## src/rtl/router_in_arbiter_if.sv

```systemverilog
// Handshake bundle between three packet sources, the input arbiter and router_top's input port.
// The arbiter takes the slave view; sources and router stand-ins take the master view.
interface router_in_arbiter_if #(
  parameter int unsigned DATA_W = 8
);
  logic              src_pkt_valid_0;
  logic              src_pkt_valid_1;
  logic              src_pkt_valid_2;
  logic [DATA_W-1:0] src_data_0;
  logic [DATA_W-1:0] src_data_1;
  logic [DATA_W-1:0] src_data_2;
  logic              src_ready_0;
  logic              src_ready_1;
  logic              src_ready_2;
  logic              grant_0;
  logic              grant_1;
  logic              grant_2;
  logic              rtr_busy;
  logic              rtr_pkt_valid;
  logic [DATA_W-1:0] rtr_data;
  logic              len_err;

  modport slave (
    input  src_pkt_valid_0, src_pkt_valid_1, src_pkt_valid_2,
    input  src_data_0, src_data_1, src_data_2,
    input  rtr_busy,
    output src_ready_0, src_ready_1, src_ready_2,
    output grant_0, grant_1, grant_2,
    output rtr_pkt_valid, rtr_data, len_err
  );

  modport master (
    output src_pkt_valid_0, src_pkt_valid_1, src_pkt_valid_2,
    output src_data_0, src_data_1, src_data_2,
    output rtr_busy,
    input  src_ready_0, src_ready_1, src_ready_2,
    input  grant_0, grant_1, grant_2,
    input  rtr_pkt_valid, rtr_data, len_err
  );
endinterface

```

## src/rtl/router_in_arbiter.sv

```systemverilog
// Round-robin whole-packet arbiter sharing router_top's single input port among three sources.
// Define ROUTER_ARB_LEN_CHECK_EN to enable header-length checking, len_err and overlong draining.
module router_in_arbiter #(
  parameter int unsigned DATA_W     = 8,
  parameter int unsigned GAP_CYCLES = 2
) (
  input  logic               clock,
  input  logic               resetn,
  router_in_arbiter_if.slave bus
);
  localparam int unsigned NSRC  = 3;
  localparam int unsigned GAP_W = 4;

`ifdef ROUTER_ARB_LEN_CHECK_EN
  localparam int unsigned LEN_W = 6;
  typedef enum logic [1:0] {IDLE, FWD, GAP, DRAIN} state_t;
`else
  typedef enum logic [1:0] {IDLE, FWD, GAP} state_t;
`endif

  state_t            state, state_nx;
  logic [NSRC-1:0]   grant, grant_nx, req;
  logic [1:0]        rr_ptr, rr_ptr_nx, winner;
  logic [GAP_W-1:0]  gap_cnt, gap_cnt_nx;
  logic              sel_valid, active, xfer, trunc;
  logic [DATA_W-1:0] sel_data;

  assign req = {bus.src_pkt_valid_2, bus.src_pkt_valid_1, bus.src_pkt_valid_0};

  // Request and byte of the current owner (grant is one-hot or zero)
  assign sel_valid = |(grant & req);
  assign sel_data  = ({DATA_W{grant[0]}} & bus.src_data_0)
                   | ({DATA_W{grant[1]}} & bus.src_data_1)
                   | ({DATA_W{grant[2]}} & bus.src_data_2);

`ifdef ROUTER_ARB_LEN_CHECK_EN
  assign active = (state == FWD) || (state == DRAIN);
`else
  assign active = (state == FWD);
`endif
  assign xfer = active & ~bus.rtr_busy & (|grant);

`ifdef ROUTER_ARB_LEN_CHECK_EN
  logic [LEN_W-1:0] remain;
  logic             hdr_pend, short_pkt;

  // Overlong packets are truncated: the offending byte goes out as parity
  assign trunc     = (state == FWD) & xfer & ~hdr_pend & sel_valid & (remain == '0);
  assign short_pkt = (state == FWD) & xfer & ~hdr_pend & ~sel_valid & (remain != '0);
  assign bus.len_err = trunc | short_pkt;

  always_ff @(posedge clock or negedge resetn) begin
    if (!resetn) begin
      remain   <= '0;
      hdr_pend <= 1'b0;
    end else if (state == IDLE) begin
      hdr_pend <= 1'b1;
    end else if ((state == FWD) && xfer) begin
      if (hdr_pend) begin
        remain   <= sel_data[7:2];
        hdr_pend <= 1'b0;
      end else if (sel_valid && (remain != '0)) begin
        remain <= remain - LEN_W'(1);
      end
    end
  end
`else
  assign trunc       = 1'b0;
  assign bus.len_err = 1'b0;
`endif

  assign bus.src_ready_0   = grant[0] & active & ~bus.rtr_busy;
  assign bus.src_ready_1   = grant[1] & active & ~bus.rtr_busy;
  assign bus.src_ready_2   = grant[2] & active & ~bus.rtr_busy;
  assign bus.grant_0       = grant[0];
  assign bus.grant_1       = grant[1];
  assign bus.grant_2       = grant[2];
  assign bus.rtr_pkt_valid = (state == FWD) & sel_valid & ~trunc;
  assign bus.rtr_data      = (state == FWD) ? sel_data : '0;

  // First requester after rr_ptr in the order 0 -> 1 -> 2 -> 0
  always_comb begin
    winner = 2'd0;
    case (rr_ptr)
      2'd0:    winner = req[1] ? 2'd1 : (req[2] ? 2'd2 : 2'd0);
      2'd1:    winner = req[2] ? 2'd2 : (req[0] ? 2'd0 : 2'd1);
      default: winner = req[0] ? 2'd0 : (req[1] ? 2'd1 : 2'd2);
    endcase
  end

  always_ff @(posedge clock or negedge resetn) begin
    if (!resetn) begin
      state   <= IDLE;
      grant   <= '0;
      rr_ptr  <= 2'd2;
      gap_cnt <= '0;
    end else begin
      state   <= state_nx;
      grant   <= grant_nx;
      rr_ptr  <= rr_ptr_nx;
      gap_cnt <= gap_cnt_nx;
    end
  end

  always_comb begin
    state_nx   = state;
    grant_nx   = grant;
    rr_ptr_nx  = rr_ptr;
    gap_cnt_nx = gap_cnt;
    case (state)
      IDLE: begin
        if (|req) begin
          grant_nx  = 3'b001 << winner;
          rr_ptr_nx = winner;
          state_nx  = FWD;
        end
      end
      FWD: begin
        if (xfer && !sel_valid) begin
          grant_nx   = '0;
          gap_cnt_nx = GAP_W'(GAP_CYCLES - 1);
          state_nx   = GAP;
        end
`ifdef ROUTER_ARB_LEN_CHECK_EN
        if (trunc) state_nx = DRAIN;
`endif
      end
`ifdef ROUTER_ARB_LEN_CHECK_EN
      // Discard the rest of an overlong packet up to and including its parity byte
      DRAIN: begin
        if (xfer && !sel_valid) begin
          grant_nx   = '0;
          gap_cnt_nx = GAP_W'(GAP_CYCLES - 1);
          state_nx   = GAP;
        end
      end
`endif
      GAP: begin
        if (gap_cnt == '0) state_nx = IDLE;
        else               gap_cnt_nx = gap_cnt - GAP_W'(1);
      end
      default: state_nx = IDLE;
    endcase
  end
endmodule

```

## src/flat_wrapper.sv

```systemverilog
// flat-port wrapper written by rule: the top's interface ports become plain ports
module router_in_arbiter_flat 
#(
  parameter int unsigned DATA_W     = 8,
  parameter int unsigned GAP_CYCLES = 2
)
  (clock, resetn, bus_src_pkt_valid_0, bus_src_pkt_valid_1, bus_src_pkt_valid_2, bus_src_data_0, bus_src_data_1, bus_src_data_2, bus_rtr_busy, bus_src_ready_0, bus_src_ready_1, bus_src_ready_2, bus_grant_0, bus_grant_1, bus_grant_2, bus_rtr_pkt_valid, bus_rtr_data, bus_len_err);
  router_in_arbiter_if #(.DATA_W(DATA_W)) bus_i ();
  input  logic clock;
  input  logic resetn;
  input wire logic [$bits(bus_i.src_pkt_valid_0)-1:0] bus_src_pkt_valid_0;
  input wire logic [$bits(bus_i.src_pkt_valid_1)-1:0] bus_src_pkt_valid_1;
  input wire logic [$bits(bus_i.src_pkt_valid_2)-1:0] bus_src_pkt_valid_2;
  input wire logic [$bits(bus_i.src_data_0)-1:0] bus_src_data_0;
  input wire logic [$bits(bus_i.src_data_1)-1:0] bus_src_data_1;
  input wire logic [$bits(bus_i.src_data_2)-1:0] bus_src_data_2;
  input wire logic [$bits(bus_i.rtr_busy)-1:0] bus_rtr_busy;
  output wire logic [$bits(bus_i.src_ready_0)-1:0] bus_src_ready_0;
  output wire logic [$bits(bus_i.src_ready_1)-1:0] bus_src_ready_1;
  output wire logic [$bits(bus_i.src_ready_2)-1:0] bus_src_ready_2;
  output wire logic [$bits(bus_i.grant_0)-1:0] bus_grant_0;
  output wire logic [$bits(bus_i.grant_1)-1:0] bus_grant_1;
  output wire logic [$bits(bus_i.grant_2)-1:0] bus_grant_2;
  output wire logic [$bits(bus_i.rtr_pkt_valid)-1:0] bus_rtr_pkt_valid;
  output wire logic [$bits(bus_i.rtr_data)-1:0] bus_rtr_data;
  output wire logic [$bits(bus_i.len_err)-1:0] bus_len_err;
  assign bus_i.src_pkt_valid_0 = bus_src_pkt_valid_0;
  assign bus_i.src_pkt_valid_1 = bus_src_pkt_valid_1;
  assign bus_i.src_pkt_valid_2 = bus_src_pkt_valid_2;
  assign bus_i.src_data_0 = bus_src_data_0;
  assign bus_i.src_data_1 = bus_src_data_1;
  assign bus_i.src_data_2 = bus_src_data_2;
  assign bus_i.rtr_busy = bus_rtr_busy;
  assign bus_src_ready_0 = bus_i.src_ready_0;
  assign bus_src_ready_1 = bus_i.src_ready_1;
  assign bus_src_ready_2 = bus_i.src_ready_2;
  assign bus_grant_0 = bus_i.grant_0;
  assign bus_grant_1 = bus_i.grant_1;
  assign bus_grant_2 = bus_i.grant_2;
  assign bus_rtr_pkt_valid = bus_i.rtr_pkt_valid;
  assign bus_rtr_data = bus_i.rtr_data;
  assign bus_len_err = bus_i.len_err;
  router_in_arbiter #(.DATA_W(DATA_W), .GAP_CYCLES(GAP_CYCLES)) u_core (.clock(clock), .resetn(resetn), .bus(bus_i));
endmodule
```

## config.mk

```make
export PLATFORM = sky130hd
export DESIGN_NAME = router_in_arbiter_flat
export DESIGN_NICKNAME = d
export VERILOG_FILES = /design/src/rtl/router_in_arbiter_if.sv /design/src/rtl/router_in_arbiter.sv /design/src/flat_wrapper.sv
export SDC_FILE = /design/constraint.sdc
export NUM_CORES = 1
export LEC_CHECK = 0
export CAP_MARGIN = 10
export CORE_MARGIN = 4
export CORE_UTILIZATION = 45
export CTS_CLUSTER_SIZE = 20
export DETAILED_ROUTE_END_ITERATION = 10
export DONT_BUFFER_PORTS = 1
export GPL_TIMING_DRIVEN = 0
export PLACE_DENSITY = 0.72
export SLEW_MARGIN = 20
export SYNTH_ARGS = -nofsm -noshare
export SYNTH_HDL_FRONTEND = slang
export SYNTH_SLANG_ARGS = --single-unit
```

## constraint.sdc

```tcl
create_clock -name clock -period 1.91 [get_ports clock]
set_input_delay 0.382 -clock clock [delete_from_list [all_inputs] [get_ports clock]]
set_output_delay 0.382 -clock clock [all_outputs]
set_load 0.02 [all_outputs]
```

; Yosys cells after proc, flatten, opt, wreduce, memory -nomap -nowiden
; Cells that the tools add are included.
[totals]
reg_bits = 11
word_cells = 61
in_bits = 30
[classes]
n_reduce_logical = 14
addsub = 1
n_shift = 1
mux = 18
n_eq_ne = 7
bitwise_logic = 16
[ops]
columns = cell, count
row1 = 8-bit bitwise AND, 3
row2 = 2-bit two-way mux, 8
row3 = 8-bit OR, 2
row4 = 1-bit bitwise AND, 9
row5 = 3-bit AND reduction, 3
row6 = 3-bit OR reduction, 3
row7 = 4-bit two-way mux, 2
row8 = 8-bit two-way mux, 1
row9 = 4-bit case mux with 2 select lines, 1
row10 = 3-bit two-way mux, 2
row11 = 2-bit case mux with 3 select lines, 1
row12 = 3-bit case mux with 2 select lines, 1
row13 = "2-bit by 1-bit == test with 1-bit output, second input constant", 2
row14 = 2-bit zero test, 2
row15 = 4-bit zero test, 1
row16 = "2-bit by 1-bit inequality test with 1-bit output, second input constant", 2
row17 = "2-bit inequality test, second input constant", 2
row18 = 2-bit case mux with 2 select lines, 1
row19 = 2-bit nonzero test, 2
row20 = "4-bit by 1-bit subtractor with 4-bit output, second input constant", 1
row21 = 3-bit bitwise AND, 1
row22 = "1-bit by 2-bit << shifter with 3-bit output, first input constant", 1
row23 = "2-bit == test, second input constant", 1
row24 = 2-bit AND reduction, 1
row25 = other kinds (4), 4

; Depth between registers and ports, before layout
[logic_depth]
word_depth = 6
depth_mapped = 6
depth_no_buf = 6

; Worst setup path before layout
; No wires, ideal clock.
[synth_path]
path_type = register -> register
startpoint = register u_core.grant[1]
endpoint = register u_core.gap_cnt[0]
path_stages_with_launch = 5
t_required_ns = 1.785
setup_time_ns = 0.125
slack_ns = 0.098
synth_period_minus_slack_ns = 1.812
arrival_ns = 1.687
path_cell_list = dfrtp_1 -> a222oi_1 -> a31oi_1 -> or2_1 -> mux2_4
[synth_via]
elab_chain_cells = 6
word_cells_on_any_way = 8
classes_between = 1 x eq/ne / 2 x bitwise / 5 x reduce/logical
[synth_rtl]
columns = item, line
row1 = "start, declared", router_in_arbiter.sv:22  ; logic [NSRC-1:0] grant, grant_nx, req;
row2 = "start signal, assigned", router_in_arbiter.sv:99  ; grant <= grant_nx;
row3 = 3-bit bitwise AND, router_in_arbiter.sv:31  ; assign sel_valid = |(grant & req);
row4 = 3-bit OR reduction, router_in_arbiter.sv:31
row5 = 1-bit zero test, router_in_arbiter.sv:119  ; if (xfer && !sel_valid) begin
row6 = 1-bit logical AND *, router_in_arbiter.sv:119
row7 = 2-bit inequality test (no source line) *, --
row8 = 3-bit AND reduction (no source line) *, --
row9 = "end signal, assigned", router_in_arbiter.sv:101  ; gap_cnt <= gap_cnt_nx;
row10 = "end, declared", router_in_arbiter.sv:24  ; logic [GAP_W-1:0] gap_cnt, gap_cnt_nx;
; Every way passes the cells marked *; elsewhere a longest branch is shown, timed or not.
; A chain may end at the register's enable or synchronous reset.

; Final worst setup path
[layout_path]
startpoint = register u_core.grant[0]
endpoint = output bus_rtr_data[1]
[layout_via]
elab_chain_cells = 4
[layout_rtl]
columns = item, line
row1 = 8-bit bitwise AND, router_in_arbiter.sv:32  ; assign sel_data = ({DATA_W{grant[0]}} & bus.src_data_0)
row2 = 8-bit OR, router_in_arbiter.sv:33  ; | ({DATA_W{grant[1]}} & bus.src_data_1)
row3 = 8-bit OR, router_in_arbiter.sv:34  ; | ({DATA_W{grant[2]}} & bus.src_data_2);
row4 = 8-bit two-way mux, router_in_arbiter.sv:79  ; assign bus.rtr_data = (state == FWD) ? sel_data : '0;
row5 = "end, declared", flat_wrapper.sv:25  ; output wire logic [$bits(bus_i.rtr_data)-1:0] bus_rtr_data;
; No other way between the ends.

==> impl_results.md <==
- Highest ir drop seen on vdd: 0.824 mV
- Area share of the largest cell type after synthesis: 30.1%
- Routed WL per cell: 18.3 µm
- Detail Route Antenna Nets: 0
- Type of the most critical hold path: in -> reg
- Setup violators final: 1
- Number of placement rows: 15
- Commonest non-fill, non-tap cells in the layout: a222oi_1 (9), nor2_4 (9), dfrtp_1 (7), inv_1 (5), o21ai_0 (5)
- Total chip power: 1.89 mW
- Worst Hold Slack: 203 ps
- Number of global-route vias before repair: 758
- Largest fanout on the critical path: 5
- Library cells used by synthesis: 35
- Met3 track utilization from global routing: 4.96%
- Setup CP Type: reg -> out
- Last weighted congestion value of the routability-driven placer: 0.800
- Master cell of the clock root buffer: clkbuf_4
- Num Clock Sinks: 11
- Required time worst endpoint: 1530 ps
- Worst Setup Slack, final: -19.7 ps
- Global-route wire length before repair: 3370 µm
- Final routed DRC violation total: 0
- Biggest area contributors in the synthesized netlist: dfrtp_1 (30%), a222oi_1 (11%), ha_1 (7.5%), nor2_1 (4.1%), a32o_1 (3.6%)
- Violated checks: negative setup slack
- Antenna violations before repair: 0
- Core utilization of the finished layout: 61.9%
- Congestion Overflow GR: 0
- Final period util: 101%
- DRT iter0 DRCs: 39
- Diodes inserted: 0
- Routing usage on met1: 18.7%
- TritonCTS clock tree: done
- Top-Level Pins: 46
- Kind of end point of the critical path: output pin
- Busiest layer in global routing: met2
- RSZ-0062 raised after global routing: yes
- Synth Register Bits: 11
- Die Y-Extent: 51 µm
- M2 GR Usage: 30.7%
- Total half-perimeter wirelength after legalization and detailed placement: 1650 µm
- Leakage component of the power: 0.420 nW
- Area growth from synthesis to final layout: 29.8%
- Maximum number of buffers from clock root to sink: 2
- Number of maximum-capacitance violations: 0
- Via count normalized by instance count: 6.53
- Number of flops mapped to enable cells by yosys: 0
- Average cell area after synthesis: 9.04 µm²
- Synth area leader: dfrtp_1
- Total via count in the routed design: 823
- Relative max-transition margin: 63.7%
- Inserted Clock Buffers: 3
- Number of nets produced by synthesis: 127
- Sequential area share after synthesis: 33.2%
- Clock network latency to the later pin of the worst-skew pair: 270 ps
- Achievable Freq: 518 MHz
- Endpoints failing hold: 0
- Fraction of final layout cells sized beyond drive strength 1: 36.6%
- Starting density of the core: 47.7%
- Setup Total Neg Slack: -19.7 ps
- Area of the die: 0.00260 mm²
- Summed instance area of the synthesized netlist: 832 µm²
- Arr. time, crit path: 1550 ps
- Initial DRT Pass Iterations: 4
- Power density over cell area: 1750 mW/mm²
- Area of the placeable core: 0.00175 mm²
- Minimum clock period: 1930 ps
- Primary FF master, synth: dfrtp_1
- Measured slew at the worst slew-check pin: 545 ps
- Global-route usage over all layers: 17.3%
- Number of max-slew violations in the final report: 0
- Wire length after detailed routing: 2310 µm
- Reg2reg setup slack: 10 ps
- Run status: finished, violations left
- Final Net Count: 137
- Clock transition at the registers of the reported paths: 80 ps
- Async S/R FF share, synth: 100%
- Pin count of the biggest net entering global routing: 12
- Startpoint Class: flop
- Die width: 51 µm
- Worst-case clock skew: 4.40 ps
- H-tree levels: 1
- Post-synthesis instance total: 92
- Count of buffers inserted at the top-level ports: 0
- Ys Warns: 0
-- where the power goes --
part           internal (mW)  total [mW]  leakage (nW)  switching [mW]
clock network         0.0809       0.166        0.0150          0.0852
logic                  0.562        1.24         0.271           0.679
registers              0.341       0.487         0.134           0.147
-- cell families after synthesis --
group / synth area share [%]
AND/OR/NAND/NOR: 20.0
flip-flops: 33.2
adder cells (fa/ha/maj): 7.52
AO/OA/AOI/OAI: 28.9
buffers and inverters: 5.41
other: 0.451
multiplexers: 4.51
-- through the flow --
stage               worst slack (ps)  std cells  area, µm²
floorplan                       98.3         92        832
global placement                -101        117        863
detailed placement             -60.6        117        863
CTS                            -61.2        123        911
global route                   -61.9        126       1080
finish                         -19.7        126       1080
-- metal layers --
metal  part of all wire, %  wire length, µm
met3                   8.1              188
met1                    39              899
met5                     0                0
met2                    52             1210
met4                  0.48               11
-- synthesized netlist by cell type (2+ instances only) --
| cell | instances |
|---|---|
| and3_1 | 3 |
| ha_1 | 5 |
| a21oi_1 | 2 |
| o21ai_0 | 6 |
| dfrtp_1 | 10 |
| inv_1 | 7 |
| a32o_1 | 3 |
| nor2b_1 | 4 |
| mux2_1 | 2 |
| nand2b_1 | 2 |
| nand2_1 | 2 |
| nand3b_1 | 3 |
| clkbuf_1 | 3 |
| o21ai_1 | 2 |
| nor2_1 | 9 |
| a222oi_1 | 9 |
| or2_1 | 2 |
-- worst max-delay path, cell delays in order, from the launching register on --
cell and delay (ps):
dfrtp_2 480, buf_6 160, a222oi_1 540, nor2_4 100
-- cell type report --
class                   count  area (µm²)
flip-flops and latches     11         280
fillers                   147         666
clock buffers               4        26.3
well taps                  25        31.3
inverters                   7        30.0
plain buffers               4        35.0
repair buffers              5        50.0
multi-input cells          70         627
-- flip-flops by register name, summed over array words and instances (netlist names) --
register        cells
u_core.gap_cnt      4
u_core.grant        3
u_core.rr_ptr       2
u_core.state        2
-- path summary, 6_finish.rpt --
kind	cells after the start	from	endpoint
worst max-delay path	3	u_core.grant[0]$_DFFE_PN0P_	bus_rtr_data[1]
worst min-delay path	1	bus_src_pkt_valid_1	u_core.rr_ptr[1]$_DFFE_PN1P_
worst max register to register	5	u_core.gap_cnt[0]$_DFFE_PN0P_	u_core.state[0]$_DFFE_PN0P_
worst min register to register	1	u_core.state[1]$_DFFE_PN0P_	u_core.state[1]$_DFFE_PN0P_
max in group asynchronous	1	resetn	u_core.grant[0]$_DFFE_PN0P_
min in group asynchronous	1	resetn	u_core.grant[2]$_DFFE_PN0P_
-- timing repair --
| action | CTS | global route |
|---|---|---|
| resized for setup | 3 | 43 |
| setup endpoints to repair | 13 | 16 |
| gates cloned | 0 | 1 |
| buffers inserted | 1 | 2 |
| endpoints found under the hold margin | 11 | 0 |
| hold buffers | 1 | 0 |
| pin swaps | 1 | 4 |
(Power assumes the default switching activity.)
